### src/rtl/alu_mul_seq_if.sv
// Bus between the control unit / shared ALU and the shift-and-add multiply sequencer.
// MULSEQ_SIGNED_EN adds the signed_op request qualifier.
interface alu_mul_seq_if;
  logic        start;
  logic [15:0] a;
  logic [15:0] b;
  logic        busy;
  logic        done;
  logic [31:0] product;
  logic        prod_z;
  logic [15:0] alu_a;
  logic [15:0] alu_b;
  logic [3:0]  alu_op;
  logic [15:0] alu_f;
`ifdef MULSEQ_SIGNED_EN
  logic        signed_op;

  modport slave (
    input  start, a, b, signed_op, alu_f,
    output busy, done, product, prod_z, alu_a, alu_b, alu_op
  );
  modport master (
    output start, a, b, signed_op, alu_f,
    input  busy, done, product, prod_z, alu_a, alu_b, alu_op
  );
`else
  modport slave (
    input  start, a, b, alu_f,
    output busy, done, product, prod_z, alu_a, alu_b, alu_op
  );
  modport master (
    output start, a, b, alu_f,
    input  busy, done, product, prod_z, alu_a, alu_b, alu_op
  );
`endif
endinterface

### src/rtl/alu_mul_seq.sv
// 16x16->32 unsigned shift-and-add multiplier that borrows the shared 16-bit ALU adder.
// MULSEQ_SIGNED_EN: optional sign-magnitude signed multiply with an extra FIX state.
module alu_mul_seq (
  input logic          clk,
  input logic          rst,
  alu_mul_seq_if.slave bus
);
  localparam int unsigned W    = 16;
  localparam int unsigned PW   = 32;
  localparam int unsigned CW   = 5;
  localparam int unsigned ITER = 16;
  localparam logic [3:0]  OP_ADD = 4'b0001;
  localparam logic [3:0]  OP_NOP = 4'b0000;

`ifdef MULSEQ_SIGNED_EN
  typedef enum logic [1:0] {S_IDLE, S_CALC, S_DONE, S_FIX} state_e;
`else
  typedef enum logic [1:0] {S_IDLE, S_CALC, S_DONE} state_e;
`endif

  state_e          state_q, state_d;
  logic [W-1:0]    m_q, m_d;
  logic [W-1:0]    ph_q, ph_d;
  logic [W-1:0]    pl_q, pl_d;
  logic [CW-1:0]   cnt_q, cnt_d;
  logic            busy_q, busy_d;
  logic            done_q, done_d;
  logic [PW-1:0]   product_q, product_d;
  logic            prod_z_q, prod_z_d;
`ifdef MULSEQ_SIGNED_EN
  logic            sign_q, sign_d;
  logic [PW-1:0]   fix_c;
`endif

  logic [W-1:0]    alu_a_c;
  logic [W-1:0]    alu_b_c;
  logic [3:0]      alu_op_c;
  logic            carry_c;
  logic [PW-1:0]   shift_c;
  logic [W-1:0]    ld_a_c;
  logic [W-1:0]    ld_b_c;
  logic            ld_sign_c;

  // ALU drive is a pure function of the registers
  always_comb begin
    alu_a_c  = '0;
    alu_b_c  = '0;
    alu_op_c = OP_NOP;
    if (state_q == S_CALC) begin
      alu_a_c  = ph_q;
      alu_b_c  = pl_q[0] ? m_q : '0;
      alu_op_c = OP_ADD;
    end
  end

  assign bus.alu_a  = alu_a_c;
  assign bus.alu_b  = alu_b_c;
  assign bus.alu_op = alu_op_c;

  // Carry out of the ALU add recovered from operand and result MSBs
  assign carry_c = (alu_a_c[W-1] & alu_b_c[W-1])
                 | ((alu_a_c[W-1] | alu_b_c[W-1]) & ~bus.alu_f[W-1]);
  assign shift_c = {carry_c, bus.alu_f, pl_q[W-1:1]};

`ifdef MULSEQ_SIGNED_EN
  assign fix_c = sign_q ? PW'(~{ph_q, pl_q} + PW'(1)) : {ph_q, pl_q};
`endif

  // Operand capture; signed mode loads magnitudes (0x8000 stays 0x8000)
  always_comb begin
    ld_a_c    = bus.a;
    ld_b_c    = bus.b;
    ld_sign_c = 1'b0;
`ifdef MULSEQ_SIGNED_EN
    if (bus.signed_op) begin
      ld_a_c    = bus.a[W-1] ? W'(~bus.a + W'(1)) : bus.a;
      ld_b_c    = bus.b[W-1] ? W'(~bus.b + W'(1)) : bus.b;
      ld_sign_c = bus.a[W-1] ^ bus.b[W-1];
    end
`endif
  end

  always_comb begin
    state_d   = state_q;
    m_d       = m_q;
    ph_d      = ph_q;
    pl_d      = pl_q;
    cnt_d     = cnt_q;
    product_d = product_q;
    prod_z_d  = prod_z_q;
`ifdef MULSEQ_SIGNED_EN
    sign_d    = sign_q;
`endif

    case (state_q)
      S_IDLE, S_DONE: begin
        state_d = S_IDLE;
        if (bus.start) begin
          m_d     = ld_a_c;
          ph_d    = '0;
          pl_d    = ld_b_c;
          cnt_d   = '0;
`ifdef MULSEQ_SIGNED_EN
          sign_d  = ld_sign_c;
`endif
          state_d = S_CALC;
        end
      end
      S_CALC: begin
        {ph_d, pl_d} = shift_c;
        cnt_d        = CW'(cnt_q + CW'(1));
        if (cnt_q == CW'(ITER - 1)) begin
`ifdef MULSEQ_SIGNED_EN
          state_d = S_FIX;
`else
          state_d   = S_DONE;
          product_d = shift_c;
          prod_z_d  = (shift_c == '0);
`endif
        end
      end
`ifdef MULSEQ_SIGNED_EN
      S_FIX: begin
        {ph_d, pl_d} = fix_c;
        product_d    = fix_c;
        prod_z_d     = (fix_c == '0);
        state_d      = S_DONE;
      end
`endif
      default: state_d = S_IDLE;
    endcase

    busy_d = (state_d == S_CALC);
    done_d = (state_d == S_DONE);
  end

`ifndef MULSEQ_SIGNED_EN
  logic unused_c;
  assign unused_c = ld_sign_c;
`endif

  always_ff @(posedge clk) begin
    if (rst) begin
      state_q   <= S_IDLE;
      m_q       <= '0;
      ph_q      <= '0;
      pl_q      <= '0;
      cnt_q     <= '0;
      busy_q    <= 1'b0;
      done_q    <= 1'b0;
      product_q <= '0;
      prod_z_q  <= 1'b0;
`ifdef MULSEQ_SIGNED_EN
      sign_q    <= 1'b0;
`endif
    end else begin
      state_q   <= state_d;
      m_q       <= m_d;
      ph_q      <= ph_d;
      pl_q      <= pl_d;
      cnt_q     <= cnt_d;
      busy_q    <= busy_d;
      done_q    <= done_d;
      product_q <= product_d;
      prod_z_q  <= prod_z_d;
`ifdef MULSEQ_SIGNED_EN
      sign_q    <= sign_d;
`endif
    end
  end

  assign bus.busy    = busy_q;
  assign bus.done    = done_q;
  assign bus.product = product_q;
  assign bus.prod_z  = prod_z_q;

endmodule

### src/flat_wrapper.sv
// flat-port wrapper written by rule: the top's interface ports become plain ports
module alu_mul_seq_flat 
  (clk, rst, bus_start, bus_a, bus_b, bus_alu_f, bus_busy, bus_done, bus_product, bus_prod_z, bus_alu_a, bus_alu_b, bus_alu_op);
  alu_mul_seq_if bus_i ();
  input logic clk;
  input logic rst;
  input wire logic [$bits(bus_i.start)-1:0] bus_start;
  input wire logic [$bits(bus_i.a)-1:0] bus_a;
  input wire logic [$bits(bus_i.b)-1:0] bus_b;
  input wire logic [$bits(bus_i.alu_f)-1:0] bus_alu_f;
  output wire logic [$bits(bus_i.busy)-1:0] bus_busy;
  output wire logic [$bits(bus_i.done)-1:0] bus_done;
  output wire logic [$bits(bus_i.product)-1:0] bus_product;
  output wire logic [$bits(bus_i.prod_z)-1:0] bus_prod_z;
  output wire logic [$bits(bus_i.alu_a)-1:0] bus_alu_a;
  output wire logic [$bits(bus_i.alu_b)-1:0] bus_alu_b;
  output wire logic [$bits(bus_i.alu_op)-1:0] bus_alu_op;
  assign bus_i.start = bus_start;
  assign bus_i.a = bus_a;
  assign bus_i.b = bus_b;
  assign bus_i.alu_f = bus_alu_f;
  assign bus_busy = bus_i.busy;
  assign bus_done = bus_i.done;
  assign bus_product = bus_i.product;
  assign bus_prod_z = bus_i.prod_z;
  assign bus_alu_a = bus_i.alu_a;
  assign bus_alu_b = bus_i.alu_b;
  assign bus_alu_op = bus_i.alu_op;
  alu_mul_seq u_core (.clk(clk), .rst(rst), .bus(bus_i));
endmodule
### config.mk
export PLATFORM = sky130hd
export DESIGN_NAME = alu_mul_seq_flat
export DESIGN_NICKNAME = d
export VERILOG_FILES = /design/src/rtl/alu_mul_seq_if.sv /design/src/rtl/alu_mul_seq.sv /design/src/flat_wrapper.sv
export SDC_FILE = /design/constraint.sdc
export NUM_CORES = 1
export LEC_CHECK = 0
export ABC_CLOCK_PERIOD_IN_PS = 2200
export CAP_MARGIN = 40
export CORE_MARGIN = 8
export CORE_UTILIZATION = 45
export CTS_BUF_LIST = sky130_fd_sc_hd__clkbuf_16
export DETAILED_ROUTE_END_ITERATION = 10
export PLACE_DENSITY = 0.8
export SYNTH_ARGS = -nofsm -noshare
export SYNTH_HDL_FRONTEND = slang
export SYNTH_SLANG_ARGS = --single-unit
### constraint.sdc
create_clock -name clk -period 2.2 [get_ports clk]
set_input_delay 0.22 -clock clk [delete_from_list [all_inputs] [get_ports clk]]
set_output_delay 0.22 -clock clk [all_outputs]
set_load 0.01 [all_outputs]
==> Flow_metrics.wiki <==
{| class="wikitable"
! Metric !! Value
|-
| Run status || finished, final reports clean
|-
| Syn avg cell area || around 8.1 µm²
|-
| Number of setup violations in the final report || 0
|-
| Number of global-route vias before repair || about 3400
|-
| Final ANT Viol Nets || 0
|-
| Drc violations || 0
|-
| Placer's final routability congestion estimate || ~0.8
|-
| Fraction of layout instances using a drive strength above 1 || under 10%
|-
| Nets@finish || around 590
|-
| Number of placement rows || 32
|-
| Slew @ Worst Pin || roughly 0.56 ns
|-
| Leakage component of the power || 1.93 nW
|-
| Final-report max-slew violation count || 0
|-
| Total GRT Usage || ~18%
|-
| Worst setup skew after layout || 0.00549 ns
|-
| Full die area || about 11000 µm²
|-
| CTS clk-pin slew, worst paths || roughly 0.060 ns
|-
| Starting density of the core || around 46%
|-
| Number of violations reported at the end of detailed-routing iteration 0 || ~140
|-
| Wire length after detailed routing || ~10000 µm
|-
| Share of the clock period used by the worst path after layout || a little over nine tenths
|-
| HPWL after detailed placement || a little under 7000 µm
|-
| Unrepaired setup endpoints after global routing || false
|-
| Register Area || approximately 1800 µm²
|-
| Root Driver || sky130_fd_sc_hd__clkbuf_16
|-
| Global-route wire length before repair || approximately 17000 µm
|-
| CP required || 1.98 ns
|-
| F_max || 0.483 GHz
|-
| Highest net fanout along the worst path || 25
|-
| Clock tree from TritonCTS || yes
|-
| Min-delay worst type || input port to register
|-
| Max-cap violation count || 0
|-
| Area occupied by multi-input gates || approximately 1500 µm²
|-
| Crit. End Element || output port
|-
| Diode count || 0
|-
| Final Hold Vio Count || 0
|-
| Met1 wire length || 4340 µm
|-
| H-tree levels || 3
|-
| Antenna violations before repair || 0
|-
| Overall via count from detail_route || roughly 3300
|-
| Register-to-Register Path Depth || 7
|-
| Worst rel slew slack || a little over three fifths
|-
| Summed instance area of the synthesized netlist || ~3500 µm²
|-
| Core area || roughly 7600 µm²
|-
| Total CTS buffers || 9
|-
| Fraction of the yosys area taken by sequential cells || roughly half
|-
| Synth-to-Final Area Change || 48.2%
|-
| Pin count of the biggest net entering global routing || 91
|-
| Minimum clock period || 2.07 ns
|-
| GR Overflow Total || 0
|-
| Synthesis warning total || 0
|-
| Critical path startpoint category || register
|-
| Flip-flop and latch count after synthesis || 90
|-
| Die height || ~100 µm
|-
| TNS Setup || 0 ns
|-
| # port buffers || between 100 and 150
|-
| Final core occ || between 60% and 70%
|-
| CTS sink cnt || 90
|-
| Number of distinct library cell variants in the gate-level netlist after synthesis || 28
|-
| Min setup slack post-route || around 0.13 ns
|-
| Post-detailed-route wirelength per cell || between 15 and 20 µm
|-
| Count of cells along the worst hold path || 3
|-
| Power per unit of standard cell area || roughly 760 nW/µm²
|-
| Worst Hold Margin || 0.404 ns
|-
| Maximum ir drop on the vdd rail || roughly 0.56 mV
|-
| Detailed-routed wire length on met2 || 4910 µm
|-
| Number of detailed-route iterations in the first pass || 5
|-
| Post-Synthesis Cells || roughly 430
|-
| Highest metal layer used by the detailed router || met4
|-
| Kind of critical path || register to output port
|-
| Buffers from clock root to sink, at most || 2
|-
| Crit path arrival time || approximately 1.9 ns
|-
| Routed vias/inst || approximately 5
|-
| Worst slack, placed || 0.333 ns
|-
| Amount of wire on met3 after detailed routing || about 680 µm
|-
| Horizontal extent of the die || roughly 100 µm
|-
| Number of filler cells placed in the layout || 609
|-
| Flop2flop setup slack || about 0.35 ns
|-
| I/O pin cnt || approximately 120
|-
| Latest clock arrival within the worst-skew pair || 0.33 ns
|}
==> cell families (layout without fill, tap and decap cells) <==
logic type      after synthesis  in the layout  synth area share [%]
compound gates              105            105                  17.7
fa+ha+maj                     3              3                  1.04
buf+inv                      40            152                  4.97
flops                        90             90                  51.5
other cells                   1              3                 0.107
simple gates                193            193                  24.7
==> sequential cells by signal, indices dropped and copies added (netlist names) <==
signal	count
u_core.bus.busy	1
u_core.cnt_q	5
u_core.pl_q	16
u_core.m_q	16
u_core.bus.prod_z	1
u_core.bus.done	1
u_core.bus.product	32
u_core.ph_q	16
u_core.state_q	2
==> worst max-delay path, stage by stage (launching register included) <==
cell	delay, ns
sky130_fd_sc_hd__dfxtp_1	0.36
sky130_fd_sc_hd__nand2b_1	0.16
sky130_fd_sc_hd__inv_4	0.12
sky130_fd_sc_hd__buf_12	0.15
sky130_fd_sc_hd__and3_1	0.18
sky130_fd_sc_hd__clkdlybuf4s50_1	0.55
==> Yosys cell counts <==
| cell | n | area [µm²] |
|---|---|---|
| sky130_fd_sc_hd__o21ai_1 | 2 | 10.0 |
| sky130_fd_sc_hd__and3_1 | 17 | 106 |
| sky130_fd_sc_hd__nand3_1 | 2 | 10.0 |
| sky130_fd_sc_hd__clkbuf_1 | 24 | 90.1 |
| sky130_fd_sc_hd__nand2_1 | 113 | 424 |
| sky130_fd_sc_hd__or2_0 | 1 | 6.26 |
| sky130_fd_sc_hd__and2_1 | 17 | 106 |
| sky130_fd_sc_hd__inv_1 | 2 | 7.51 |
| sky130_fd_sc_hd__conb_1 | 1 | 3.75 |
| sky130_fd_sc_hd__ha_1 | 2 | 25.0 |
| sky130_fd_sc_hd__nor4_1 | 7 | 43.8 |
| sky130_fd_sc_hd__buf_2 | 10 | 50.1 |
| sky130_fd_sc_hd__a21oi_1 | 68 | 340 |
| sky130_fd_sc_hd__nand3b_1 | 1 | 7.51 |
| sky130_fd_sc_hd__nand4_1 | 3 | 18.8 |
| sky130_fd_sc_hd__a2111o_1 | 1 | 11.3 |
| sky130_fd_sc_hd__nor2b_1 | 3 | 18.8 |
| sky130_fd_sc_hd__buf_4 | 3 | 22.5 |
| sky130_fd_sc_hd__nand2b_1 | 2 | 12.5 |
| sky130_fd_sc_hd__a22oi_1 | 33 | 248 |
| sky130_fd_sc_hd__nor3_1 | 1 | 5.00 |
| sky130_fd_sc_hd__dfxtp_1 | 90 | 1800 |
| sky130_fd_sc_hd__maj3_2 | 1 | 11.3 |
| sky130_fd_sc_hd__a21oi_2 | 1 | 8.76 |
| sky130_fd_sc_hd__nor2_2 | 1 | 6.26 |
| sky130_fd_sc_hd__inv_2 | 1 | 3.75 |
| sky130_fd_sc_hd__and2_4 | 1 | 8.76 |
| sky130_fd_sc_hd__nor2_1 | 24 | 90.1 |
==> routing by layer <==
metal / track usage [%] / vias to the layer above
met5: 0 / -
li1: - / 1664
met4: 5.69 / 0
met2: 30.5 / 111
met3: 5.82 / 10
met1: 22.2 / 1541
==> power breakdown <==
part	leakage, nW	internal (mW)	switching [mW]
logic	1.02	0.194	0.192
clock network	0.178	1.21	0.586
registers	0.732	1.69	0.0471
total	1.93	3.10	0.825
==> final timing paths <==
path,startpoint,endpoint
max,u_core.state_q[0],bus_alu_b[15]
min,rst,u_core.bus.product[8]
max reg2reg,u_core.state_q[0],u_core.bus.prod_z
min reg2reg,u_core.m_q[6],u_core.m_q[6]
==> layout make-up <==
type	count	share of cell area, %
clock buffer	9	4.34
clock inverter	7	2.56
inverter	3	0.265
multi-input combinational	304	29.6
sequential	90	34.7
tap	102	2.46
timing repair buffer	133	26.1
==> timing repair <==
item / in CTS / in global routing
setup buffers: 0 / 2
setup endpoints to repair: 8 / 23
cloned: 1 / 0
endpoints found under the hold margin: 0 / 0
gates resized for setup: 0 / 1
hold buffers: 0 / 0
==> cells in the final DEF (no fill, tap or decap), drive strengths merged <==
cell type        n
nand4            3
and3            17
a22oi           33
inv              4
ha               2
nor4             7
nand3            2
buf             15
o21ai            2
nand2          113
conb             3
nor3             1
maj3             1
bufinv           4
nand3b           1
a2111o           1
dfxtp           90
clkbuf           9
clkinv           2
bufbuf           1
nor2            25
and2            18
or2              1
nor2b            3
nand2b           2
a21oi           69
clkdlybuf4s50  117
==> per-stage QoR <==
step           std cells  cell area (µm²)  total power [mW]
6_report             648             5180              3.92
5_1_grt              648             5180              4.08
4_1_cts              646             5170              3.95
3_5_place_dp         629             4780              2.13
3_3_place_gp         629             4780              2.12
2_1_floorplan        434             3510              1.95
Note: power is estimated with default switching activity, not from simulation.
